**config.mk**
```make
export PLATFORM = sky130hd
export DESIGN_NAME = ssa_csr_bank
export DESIGN_NICKNAME = d
export VERILOG_FILES = /design/src/rtl/ssa_csr_bank.sv
export SDC_FILE = /design/constraint.sdc
export NUM_CORES = 1
export LEC_CHECK = 0
export ABC_CLOCK_PERIOD_IN_PS = 7630
export CAP_MARGIN = 5
export CELL_PAD_IN_SITES_DETAIL_PLACEMENT = 1
export CELL_PAD_IN_SITES_GLOBAL_PLACEMENT = 2
export CORE_UTILIZATION = 37
export DETAILED_ROUTE_END_ITERATION = 10
export GPL_TIMING_DRIVEN = 0
export PLACE_DENSITY = 0.84
export SYNTH_ARGS = -nofsm -noshare
export SYNTH_HDL_FRONTEND = slang
export SYNTH_SLANG_ARGS = --single-unit
export TNS_END_PERCENT = 20
```
**constraint.sdc**
```tcl
create_clock -name clk -period 7.63 [get_ports clk]
set_input_delay 1.9075 -clock clk [delete_from_list [all_inputs] [get_ports clk]]
set_output_delay 1.9075 -clock clk [all_outputs]
set_load 0.02 [all_outputs]
```
**src/rtl/ssa_csr_bank.sv**
```systemverilog
`default_nettype none
//==============================================================================
// ssa_csr_bank
// CSR bank, sticky correlation-seen latches and timed channel-read arbiter
// for the spread-spectrum analyzer.
// Revision: 1.0
//==============================================================================
module ssa_csr_bank #(
    parameter int            NCHAN    = 32,
    parameter int            DW       = 32,
    parameter int            AW       = 32,
    parameter logic [AW-1:0] BASE     = 32'hfe00_0000,
    parameter int            NMIRROR  = 3,
    parameter int            TIMEOUT  = 16,
    parameter logic [DW-1:0] ERR_WORD = 32'hdead_beef,
    localparam int           SELW     = (NCHAN > 1) ? $clog2(NCHAN) : 1
) (
    input  logic             clk,
    input  logic             rst,
    input  logic [AW-1:0]    addr,
    input  logic [DW-1:0]    wdata,
    input  logic             write,
    input  logic             read,
    output logic             busy,
    output logic [DW-1:0]    rdata,
    output logic             rvalid,
    input  logic             push_adc,
    input  logic [NCHAN-1:0] cseen_in,
    output logic             run,
    output logic             ch_req,
    output logic [SELW-1:0]  ch_sel,
    output logic [1:0]       ch_word,
    input  logic             ch_ack,
    input  logic [DW-1:0]    ch_rdata,
    output logic             irq
);

    localparam int            TW       = $clog2(TIMEOUT + 1);
    localparam logic [AW-1:0] CSR_END  = AW'(32'h200);
    localparam logic [AW-1:0] BLK_END  = AW'((NMIRROR + 1) * 32'h200);
    localparam logic [8:0]    OFF_RUN  = 9'h100;
    localparam logic [8:0]    OFF_CNT  = 9'h104;
    localparam logic [8:0]    OFF_CSN  = 9'h108;
    localparam logic [8:0]    OFF_STAT = 9'h10C;
    localparam logic [8:0]    OFF_LIM  = 9'h110;
    localparam logic [8:0]    OFF_ICTL = 9'h114;
    localparam logic [8:0]    OFF_CIEN = 9'h118;

    typedef enum logic [1:0] {
        ST_IDLE  = 2'd0,
        ST_FETCH = 2'd1,
        ST_RESP  = 2'd2
    } state_e;

    state_e            state_q, state_d;
    logic [DW-1:0]     rdata_q, rdata_d;
    logic [SELW-1:0]   sel_q, sel_d;
    logic [1:0]        word_q, word_d;
    logic [TW-1:0]     tcnt_q, tcnt_d;
    logic [DW-1:0]     run_q, run_d;
    logic [DW-1:0]     count_q, count_d;
    logic [DW-1:0]     limit_q, limit_d;
    logic [NCHAN-1:0]  cseen_q, cseen_d;
    logic [NCHAN-1:0]  cien_q, cien_d;
    logic [1:0]        ictl_q, ictl_d;
    logic              done_q, done_d;
    logic              err_q, err_d;
    logic              irq_q, irq_d;
    logic              err_set, done_set;

    logic [AW-1:0]     off;
    logic [8:0]        roff;
    logic              in_blk, is_csr, is_chan, chan_ok;
    logic              wr_csr;
    logic [DW-1:0]     csr_rval;

    // Mirrored channel windows all alias onto off[8:0] because each is 0x200 wide.
    assign off     = addr - BASE;
    assign roff    = off[8:0];
    assign in_blk  = (addr >= BASE) && (off < BLK_END);
    assign is_csr  = in_blk && (off < CSR_END);
    assign is_chan = in_blk && !is_csr;
    assign chan_ok = is_chan && (32'(off[8:4]) < 32'(NCHAN));
    assign wr_csr  = write && is_csr;

    always_comb begin
        csr_rval = '0;
        if (is_csr) begin
            case (roff)
                OFF_RUN:  csr_rval = run_q;
                OFF_CNT:  csr_rval = count_q;
                OFF_CSN:  csr_rval = DW'(cseen_q);
                OFF_STAT: csr_rval = DW'({err_q, done_q});
                OFF_LIM:  csr_rval = limit_q;
                OFF_ICTL: csr_rval = DW'(ictl_q);
                OFF_CIEN: csr_rval = DW'(cien_q);
                default:  csr_rval = '0;
            endcase
        end
    end

    // Read FSM
    always_comb begin
        state_d = state_q;
        rdata_d = rdata_q;
        sel_d   = sel_q;
        word_d  = word_q;
        tcnt_d  = tcnt_q;
        err_set = 1'b0;
        case (state_q)
            ST_IDLE: begin
                if (read && chan_ok) begin
                    state_d = ST_FETCH;
                    sel_d   = off[4 +: SELW];
                    word_d  = addr[3:2];
                    tcnt_d  = '0;
                end else if (read && in_blk) begin
                    state_d = ST_RESP;
                    rdata_d = csr_rval;
                end
            end
            ST_FETCH: begin
                if (ch_ack) begin
                    state_d = ST_RESP;
                    rdata_d = ch_rdata;
                end else if (tcnt_q == TW'(TIMEOUT - 1)) begin
                    state_d = ST_RESP;
                    rdata_d = ERR_WORD;
                    err_set = 1'b1;
                end else begin
                    tcnt_d = tcnt_q + 1'b1;
                end
            end
            ST_RESP: begin
                state_d = ST_IDLE;
                rdata_d = '0;
            end
            default: state_d = ST_IDLE;
        endcase
    end

    // CSR next state
    always_comb begin
        run_d    = run_q;
        count_d  = count_q;
        limit_d  = limit_q;
        ictl_d   = ictl_q;
        cien_d   = cien_q;
        done_set = 1'b0;
        if (wr_csr && roff == OFF_RUN)  run_d   = wdata;
        if (wr_csr && roff == OFF_LIM)  limit_d = wdata;
        if (wr_csr && roff == OFF_ICTL) ictl_d  = wdata[1:0];
        if (wr_csr && roff == OFF_CIEN) cien_d  = wdata[NCHAN-1:0];
        if (wr_csr && roff == OFF_CNT) begin
            count_d = wdata;
        end else if (push_adc && run && count_q != '1) begin
            count_d = count_q + DW'(1);
            // Auto-stop overrides any same-cycle CPU write to GLOBAL_RUN.
            if (limit_q != '0 && count_d == limit_q) begin
                run_d    = '0;
                done_set = 1'b1;
            end
        end
        cseen_d = (cseen_q & ~((wr_csr && roff == OFF_CSN) ? wdata[NCHAN-1:0] : '0)) | cseen_in;
        done_d  = (done_q & ~(wr_csr && roff == OFF_STAT && wdata[0])) | done_set;
        err_d   = (err_q  & ~(wr_csr && roff == OFF_STAT && wdata[1])) | err_set;
        irq_d   = (|(cseen_q & cien_q)) | (done_q & ictl_q[0]) | (err_q & ictl_q[1]);
    end

    always_ff @(posedge clk or negedge rst) begin
        if (!rst) begin
            state_q <= ST_IDLE;
            rdata_q <= '0;
            sel_q   <= '0;
            word_q  <= '0;
            tcnt_q  <= '0;
            run_q   <= '0;
            count_q <= '0;
            limit_q <= '0;
            cseen_q <= '0;
            cien_q  <= '0;
            ictl_q  <= '0;
            done_q  <= 1'b0;
            err_q   <= 1'b0;
            irq_q   <= 1'b0;
        end else begin
            state_q <= state_d;
            rdata_q <= rdata_d;
            sel_q   <= sel_d;
            word_q  <= word_d;
            tcnt_q  <= tcnt_d;
            run_q   <= run_d;
            count_q <= count_d;
            limit_q <= limit_d;
            cseen_q <= cseen_d;
            cien_q  <= cien_d;
            ictl_q  <= ictl_d;
            done_q  <= done_d;
            err_q   <= err_d;
            irq_q   <= irq_d;
        end
    end

    assign busy    = (state_q != ST_IDLE);
    assign rvalid  = (state_q == ST_RESP);
    assign rdata   = rvalid ? rdata_q : '0;
    assign ch_req  = (state_q == ST_FETCH);
    assign ch_sel  = sel_q;
    assign ch_word = word_q;
    assign run     = |run_q;
    assign irq     = irq_q;

endmodule
`default_nettype wire

```
==> flow_summary_export.csv, run 1 <==
group,metric,value,unit
placed_design,dpl.hpwl,35200,µm
placed_design,gp_congestion,0.927,
synth,synth_edf_count,0,
finish,layout.cells.non_filler,1825,
critical_path,cp-start-kind,"primary input",
synth,ys_types,65,
cts,numCtsBuffers,26,
route,wl_per_cell,25.2,µm
placed_design,dp_cells,1777,
synth,synth_area_leader_cell,"dfrtp_1",
global_route,grt_pass1_wl,70300,µm
placed_design,io_buffers,177,
cts,clockBufferDepth,3,
flow_run,cap_violations,0,
floorplanning,io_pins,178,
finish,final_util,48.1,%
route,ant_nets,0,
power,cellLeakagePower,0.00626,µW
synth,synth_warnings,0,
timing,skew,0.00888,ns
cts,cts.sinks,211,
global_route,grt_usage,28.2,%
timing,worstMarginPinSlew,0.987,ns
global_route,grt_max_degree,86,
timing,layout_worst_path_cycle_share,66.6,%
finish,nets,1545,
cts,cts_hold_buf,0,
global_route,grt.overflow.total,0,
timing,fin_setup_tns,0,ns
cts,worstSkewPairLatency,0.54,ns
synth,ys_ff_latch,211,
cts,h-tree-depth,1,
floorplanning,die_h,181,µm
timing,period_needed,5.08,ns
route,first_pass_iters,6,
floorplanning,core_area,31600,µm²
route,drt-initial-drc-count,992,
synth,synth_area_per_cell,9.94,µm²
cts,cts_setup_buffers,0,
synth,ys.flop_type,"dfrtp_1",
floorplanning,dieArea,32900,µm²
synth,synth_area,11900,µm²
critical_path,arrival,5.51,ns
route,routed_wl,46100,µm
finish,regArea,5280,µm²
timing,slew_viol_final,0,
finish,area_delta_synth_final,27.6,%
synth,yosysSeqAreaShare,44.4,%
critical_path,crit_type,"in2reg",
timing,worst_slew_margin_rel,34.2,%
route,vias_per_cell,5.88,
finish,drive_gt1_share,15.0,%
cts,cts_tree,"yes",
cts,cts.clk_slew.worst_paths,0.06,ns
global_route,grt_pass1_vias,11387,
floorplanning,start_util,37.7,%
critical_path,crit_required,8.06,ns
power,peakVddDrop,193,µV
timing,finalSetupViolations,0,
synth,netlist_instances,1196,
timing,hold_viol,0,
route,drc_errors,0,
synth,synth_nets,1338,
cts,cts.repair.resized,0,
synth,synth_top_area_share,44.4,%
outcome,status,"finished, final reports clean",
finish,antennaDiodeCount,0,
power,powerDensity,184,nW/µm²
global_route,antenna_found_initial,0,
synth,ys_top_cells_by_area,"dfrtp_1, mux2_2, mux2i_1",
finish,num-fill-cells,3524,
timing,max_freq,197,MHz
timing,rsz0062_at_grt,"false",
min_path,hold_path_class,"reg2reg",
floorplanning,die_w,181,µm
route,dr_total_vias,10730,
cts,cts_root_buffer,"clkbuf_16",
floorplanning,fp-row-count,65,
finish,multi_input_area,6140,µm²
critical_path,cp_max_fo,10,
critical_path,worst_setup_path_end_kind,"flop",
synth,synthArstFlopShare,100,%
-- report_power, final --
part           internal (µW)  leakage, µW  switching [µW]
clock network            843     0.000454             525
logic                    105      0.00314             103
registers               1180      0.00266            34.7
-- placed cells by master (no fill, tap or decap), types with 6 or more instances in the layout --
master           count
xnor2_1             49
a31oi_1             28
nand3_1             17
nor3_1              17
o21bai_1            24
clkbuf_1            59
nor2_2              30
and4_1               7
and3_1               7
a222oi_1            31
a21o_1              35
inv_1               13
a21oi_1             44
nand2_1            106
o21ai_0             29
clkbuf_16           27
dfrtp_1            211
nand4_1             28
mux2i_1             53
and2_1              33
nor4_1              25
clkdlybuf4s50_1    176
mux2_2              84
nor2_1              94
buf_2               26
or2_2                6
xor2_1              22
ha_1                 8
clkinv_2             6
a22oi_1             29
-- registers in the layout, summed over array words and instances (netlist names) --
| register | flops |
|---|---|
| ictl_q | 2 |
| tcnt_q | 5 |
| run_q | 32 |
| err_q | 1 |
| limit_q | 32 |
| ch_sel | 5 |
| rdata_q | 32 |
| ch_word | 2 |
| count_q | 32 |
| irq | 1 |
| done_q | 1 |
| cseen_q | 32 |
| state_q | 2 |
| cien_q | 32 |
-- layout make-up --
type	instances	area share, %
multi-input combinational	877	40.5
sequential	211	34.8
timing repair buffer	179	12.1
clock buffer	31	4.75
tap	402	3.32
buffer	94	2.74
clock inverter	17	1.49
inverter	14	0.346
-- path summary, 6_finish.rpt --
check,slack [ns],startpoint,cells after the start,end
max in group asynchronous,5.17,rst,3,ch_word[1]
max reg2reg,3.65,count_q[1],9,run_q[18]
max,2.55,addr[25],11,cseen_q[13]
min reg2reg,0.51,ch_sel[0],1,ch_sel[0]
min in group asynchronous,1.26,rst,1,count_q[22]
min,0.51,ch_sel[0],1,ch_sel[0]
-- cells in the mapped netlist, types with 4 or more instances --
cell type	number
a21o_1	35
clkbuf_1	58
and3_1	7
o21bai_1	24
and4_1	7
dfrtp_1	211
or4_1	5
a22oi_1	29
nand4_1	28
nor2b_1	5
nor2_2	30
buf_2	26
inv_1	13
nor3_1	17
a222oi_1	31
nand3_1	17
mux2_2	84
or3_1	5
nand2_1	106
o211ai_1	4
a22o_1	5
and2_1	33
a21oi_1	44
or2_2	6
o21ai_0	29
nor4_1	25
nor2_1	94
a31oi_1	28
mux2i_1	53
ha_1	8
xnor2_1	49
xor2_1	22
-- critical path, stage by stage --
cell and delay [ns]:
clkdlybuf4s50_1 0.43, ha_1 0.30, nor4bb_1 0.27, nand4_1 0.22, or4_1 0.60, clkbuf_1 0.26
nor2b_1 0.15, clkbuf_1 0.31, clkbuf_1 0.69, nand2_1 0.14, a21o_1 0.21
-- per-layer routing --
layer  share of wire, %  up-vias  GRT usage [%]
li1                   -     4760              -
met1                 43     5424           37.8
met2                 46      458           45.7
met3                7.5       88           4.52
met4                3.6        0           10.7
met5                  0        -              0
-- logic make-up after synthesis --
kind of cell / count (synthesis) / synth area share (%)
AOI/OAI and AO/OA: 248 / 14.7
xor gates and xnor gates: 71 / 5.23
adders and majority gates: 8 / 0.842
buffers and inverters: 108 / 3.94
DFF: 211 / 44.4
muxes: 137 / 12.4
and+or+nand+nor: 413 / 18.4
-- through the flow --
stage,power (µW),hold WS (ns),area (µm²),setup slack (ns)
final,2790,0.508,15200,2.55
after global routing,2890,0.538,15200,2.34
after CTS,2810,0.512,15200,2.59
after detailed placement,1450,0.498,14200,2.04
after global placement,1440,0.489,14200,-4.65
after floorplan,1300,0.471,11900,3.22
Power figures use the tool's default switching activity.
==> run 2: changes to the inputs <==
Settings changed: ABC_CLOCK_PERIOD_IN_PS 7630 to 4400, CORE_UTILIZATION 37 to 31, PLACE_DENSITY 0.84 to 0.75.
Clock period 7.63 ns to 4.4 ns, I/O delays scaled along.
==> flow_summary_export.csv, run 2 (synthesized netlist as in run 1, its figures left out) <==
group,metric,value,unit
global_route,grt_max_degree,78,
flow_run,cap_violations,0,
global_route,grt_usage,24.6,%
placed_design,io_buffers,177,
cts,cts.repair.resized,0,
outcome,status,"finished, final reports clean",
power,peakVddDrop,186,µV
finish,layout_common_cells,"dfrtp_1, clkdlybuf4s50_1, nand2_1",
cts,clockBufferDepth,3,
global_route,antenna_found_initial,0,
power,powerDensity,305,nW/µm²
timing,hold_viol,0,
route,routed_wl,47500,µm
min_path,hold_path_class,"in2async",
placed_design,gp_congestion,0.897,
critical_path,arrival,4.70,ns
floorplanning,core_area,37700,µm²
global_route,grt_pass1_vias,11138,
global_route,grt_pass1_wl,71700,µm
timing,max_freq,236,MHz
critical_path,crit_type,"in2reg",
timing,finalSetupViolations,0,
cts,cts_setup_buffers,0,
floorplanning,fp-row-count,71,
timing,period_needed,4.24,ns
route,wl_met2,21800,µm
cts,worstSkewPairLatency,0.55,ns
cts,cts.clk_slew.worst_paths,0.06,ns
timing,skew,0.0250,ns
cts,cts.sinks,211,
timing,worstMarginPinSlew,0.959,ns
floorplanning,io_pins,178,
finish,num-fill-cells,4302,
floorplanning,start_util,31.6,%
cts,cts_hold_buf,0,
critical_path,cp-start-kind,"primary input",
finish,drive_gt1_share,14.1,%
route,first_pass_iters,8,
critical_path,worst_setup_path_end_kind,"flop",
cts,h-tree-depth,1,
route,ant_nets,0,
timing,rsz0062_at_grt,"false",
timing,slew_viol_final,0,
global_route,grt.overflow.total,0,
finish,final_common_cell,"dfrtp_1",
route,drc_errors,0,
timing,worst_slew_margin_rel,36.1,%
floorplanning,dieArea,39100,µm²
critical_path,crit_required,4.87,ns
cts,cts_root_buffer,"clkbuf_16",
power,p_total,4630,µW
cts,numCtsBuffers,25,
finish,final_util,40.3,%
floorplanning,die_w,198,µm
timing,layout_worst_path_cycle_share,96.3,%
floorplanning,die_h,198,µm
critical_path,cp_max_fo,10,
route,drt-initial-drc-count,880,
power,cellLeakagePower,0.00620,µW
route,topRoutingLayerUsed,"met4",
placed_design,dpl.hpwl,36800,µm
finish,nets,1544,
timing,fin_setup_tns,0,ns
cts,cts_tree,"yes",
route,wl_per_cell,24.6,µm
timing,hold_ws,0.494,ns
route,wl_met1,21500,µm
route,vias_per_cell,5.44,
route,dr_total_vias,10473,
finish,antennaDiodeCount,0,
route,route.met3.wl,2820,µm
finish,area_delta_synth_final,27.7,%
## run 2: path summary, 6_finish.rpt
check / start / end / slack (ns) / depth (start not counted)
setup reg to reg: count_q[1] / run_q[2] / 0.45 / 9
hold / removal: rst / count_q[22] / 0.49 / 1
hold reg to reg: ch_sel[2] / ch_sel[2] / 0.50 / 1
max in group asynchronous: rst / tcnt_q[3] / 3.06 / 2
min in group clk: ch_sel[2] / ch_sel[2] / 0.50 / 1
setup / recovery: addr[2] / rdata_q[19] / 0.16 / 8
## run 2: worst max-delay path, stage by stage
cell and delay, ns:
clkdlybuf4s50_1 0.49, clkbuf_1 0.64, buf_1 0.69, buf_1 0.78, mux2i_1 0.21, o21ai_0 0.44
nand2_1 0.13, a31oi_1 0.18
## run 2: cell type report
| type | instances | area [µm²] | area share (%) |
|---|---|---|---|
| multi-input cells | 877 | 6140 | 40.4 |
| clock inverters | 6 | 136 | 0.898 |
| flip-flops and latches | 211 | 5280 | 34.8 |
| clock buffers | 34 | 689 | 4.54 |
| repair buffers | 179 | 1830 | 12.1 |
| plain buffers | 94 | 415 | 2.74 |
| inverters | 14 | 52.6 | 0.346 |
| well taps | 511 | 639 | 4.21 |
## run 2: metal layers
layer	vias up	track usage, %
li1	4755	-
met1	5272	33.5
met2	375	40.5
met3	71	3.46
met4	0	6.95
met5	-	0
## run 2: metrics by stage
step	std cells	area (µm²)	setup WS, ns
after global routing	1926	15200	0.0461
after global placement	1884	14300	-7.26
after floorplan	1196	11900	0.796
after CTS	1926	15200	0.231
after detailed placement	1886	14400	-0.220
final	1926	15200	0.165
## run 2: power breakdown
group / switching (µW) / internal [µW]
registers: 59.4 / 2050
clock network: 843 / 1320
logic: 175 / 182
==> run 3: changes to the inputs <==
--- a/config.mk
+++ b/config.mk
@@ -7,2 +7,3 @@
 export LEC_CHECK = 0
+export ABC_AREA = 1
 export ABC_CLOCK_PERIOD_IN_PS = 4400
@@ -11,6 +12,6 @@
 export CELL_PAD_IN_SITES_GLOBAL_PLACEMENT = 2
-export CORE_UTILIZATION = 31
+export CORE_UTILIZATION = 28
 export DETAILED_ROUTE_END_ITERATION = 10
 export GPL_TIMING_DRIVEN = 0
-export PLACE_DENSITY = 0.75
+export PLACE_DENSITY = 0.76
 export SYNTH_ARGS = -nofsm -noshare
==> constraint.sdc (replaced) <==
create_clock -name clk -period 4.4 [get_ports clk]
set_input_delay 0.44 -clock clk [delete_from_list [all_inputs] [get_ports clk]]
set_output_delay 0.44 -clock clk [all_outputs]
set_load 0.02 [all_outputs]
==> flow_summary_export.csv, run 3 <==
group,metric,value,unit
cts,cts.clk_slew.worst_paths,0.06,ns
power,p_total,5470,µW
route,ant_nets,0,
timing,hold_viol,0,
timing,worstMarginPinSlew,1.01,ns
synth,synthArstFlopShare,100,%
finish,layout_common_cells,"nand2_1, inv_1, dfrtp_1",
timing,max_freq,293,MHz
floorplanning,die_h,214,µm
floorplanning,dieArea,45900,µm²
timing,fin_setup_tns,0,ns
timing,finalSetupViolations,0,
route,wl_met1,26200,µm
critical_path,worst_setup_path_end_kind,"flop",
finish,regArea,5280,µm²
timing,period_needed,3.42,ns
synth,synth_area_leader_cell,"dfrtp_1",
outcome,status,"finished, final reports clean",
finish,drive_gt1_share,4.77,%
cts,cts.sinks,211,
cts,cts_tree,"yes",
power,powerDensity,341,nW/µm²
power,cellLeakagePower,0.00730,µW
synth,synth_area,12600,µm²
critical_path,arrival,3.91,ns
power,peakVddDrop,296,µV
synth,ys_types,39,
route,first_pass_iters,5,
cts,clockBufferDepth,3,
timing,rsz0062_at_grt,"false",
synth,synth_edf_count,0,
global_route,grt_pass1_vias,13900,
synth,ys_top_cells_by_area,"dfrtp_1, nand2_1, inv_1",
timing,slew_viol_final,0,
global_route,grt.overflow.total,0,
synth,yosysSeqAreaShare,41.9,%
route,topRoutingLayerUsed,"met4",
critical_path,r2r_slack,1.14,ns
cts,worstSkewPairLatency,0.57,ns
route,route.met3.wl,2470,µm
synth,ys_top_cells_by_count,"nand2_1, inv_1, dfrtp_1",
placed_design,dpl.hpwl,45800,µm
route,routed_wl,57900,µm
route,drt-initial-drc-count,979,
critical_path,crit_type,"in2reg",
floorplanning,core_area,44300,µm²
cts,h-tree-depth,1,
cts,cts.repair.resized,0,
flow_run,cap_violations,0,
finish,area_delta_synth_final,27.3,%
synth,ys.flop_type,"dfrtp_1",
synth,synth_area_per_cell,6.88,µm²
finish,nets,2181,
global_route,grt_pass1_wl,86800,µm
timing,skew,0.0133,ns
critical_path,rr_worst_depth,15,
route,vias_per_cell,5.04,
cts,cts_root_buffer,"clkbuf_16",
floorplanning,fp-row-count,77,
critical_path,crit_required,4.90,ns
timing,layout_worst_path_cycle_share,77.7,%
route,drc_errors,0,
synth,synth_top_area_share,41.9,%
floorplanning,io_pins,178,
synth,ys_ff_latch,211,
route,wl_per_cell,21.8,µm
route,dr_total_vias,13364,
finish,multi_input_area,5980,µm²
synth,synth_warnings,0,
synth,netlist_instances,1831,
placed_design,io_buffers,177,
global_route,grt_usage,25.1,%
timing,worst_slew_margin_rel,33.0,%
floorplanning,start_util,28.4,%
synth,synth_nets,1973,
min_path,hold_path_class,"in2async",
cts,numCtsBuffers,26,
critical_path,cp_max_fo,10,
global_route,antenna_found_initial,0,
route,wl_met2,26900,µm
finish,num-fill-cells,5578,
critical_path,cp-start-kind,"primary input",
floorplanning,die_w,214,µm
placed_design,gp_congestion,0.902,
global_route,grt_max_degree,91,
finish,final_common_cell,"nand2_1",
synth,synth.most_common_cell,"nand2_1",
-- run 3: cell types whose count changed after synthesis, sizes merged, moves of 63 or more --
| cell | before | now |
|---|---|---|
| nand3 | 18 | 119 |
| nor2 | 124 | 187 |
| nand2 | 106 | 553 |
| mux2 | 84 | 2 |
| inv | 13 | 278 |
| o21ai | 29 | 207 |
-- run 3: kinds of logic after synthesis --
group / synth area share, %
AO/OA/AOI/OAI: 15.2
buffers and inverters: 10.6
multiplexers: 0.179
AND/OR/NAND/NOR: 31.1
flip-flops: 41.9
adder cells (fa/ha/maj): 0.794
XOR/XNOR: 0.208
-- run 3: through the flow --
step           hold WS [ns]  cells  setup WS (ns)  cell area, µm²  util (%)
3_5_place_dp          0.408   2602          0.523           15200      34.2
4_1_cts               0.400   2648           1.06           16000      36.2
2_1_floorplan         0.144   1831           2.21           12600         -
5_1_grt               0.435   2648          0.814           16000      36.2
3_3_place_gp          0.464   2600          -6.99           15100      34.1
6_report              0.383   2649          0.983           16000      36.2
-- run 3: critical path, cell delays in order --
cell	delay, ns
clkdlybuf4s50_1	0.42
nor2_1	0.36
nand4_1	0.22
nor2_2	0.55
clkinv_1	0.63
nand4_1	0.34
nand3_1	0.20
clkbuf_1	0.30
o21ai_0	0.28
nand2_1	0.08
nand2_1	0.07
-- run 3: report_power, final --
group	total [µW]	switching (µW)	internal, µW
Combinational	1070	675	397
Clock	2230	910	1320
Sequential	2170	89.8	2080
-- run 3: layout make-up --
type | count | share of cell area [%]
sequential | 211 | 32.9
multi-input combinational | 1272 | 37.3
timing repair buffer | 180 | 11.5
clock inverter | 6 | 0.530
antenna | 1 | 0.0156
tap | 592 | 4.62
buffer | 69 | 1.83
inverter | 279 | 6.53
clock buffer | 39 | 4.80
-- run 3: path summary, 6_finish.rpt --
| check | from | to |
|---|---|---|
| hold reg to reg | rdata_q[25] | rdata_q[25] |
| setup reg to reg | count_q[1] | run_q[27] |
| min in group clk | cseen_in[29] | cseen_q[29] |
| setup / recovery | addr[0] | rdata_q[3] |
| hold / removal | rst | rdata_q[25] |
| max in group asynchronous | rst | count_q[8] |
-- run 3: repair_timing --
| item | in CTS | in global routing |
|---|---|---|
| setup buffers | 0 | 0 |
| hold buffers | 1 | 0 |
| hold endpoints to repair | 58 | 0 |
-- run 3: routing by layer --
layer / up-vias / track usage (%)
met5: - / 0
met4: 0 / 9.17
met3: 93 / 3.06
met2: 362 / 41.4
met1: 6621 / 33.8
li1: 6288 / -
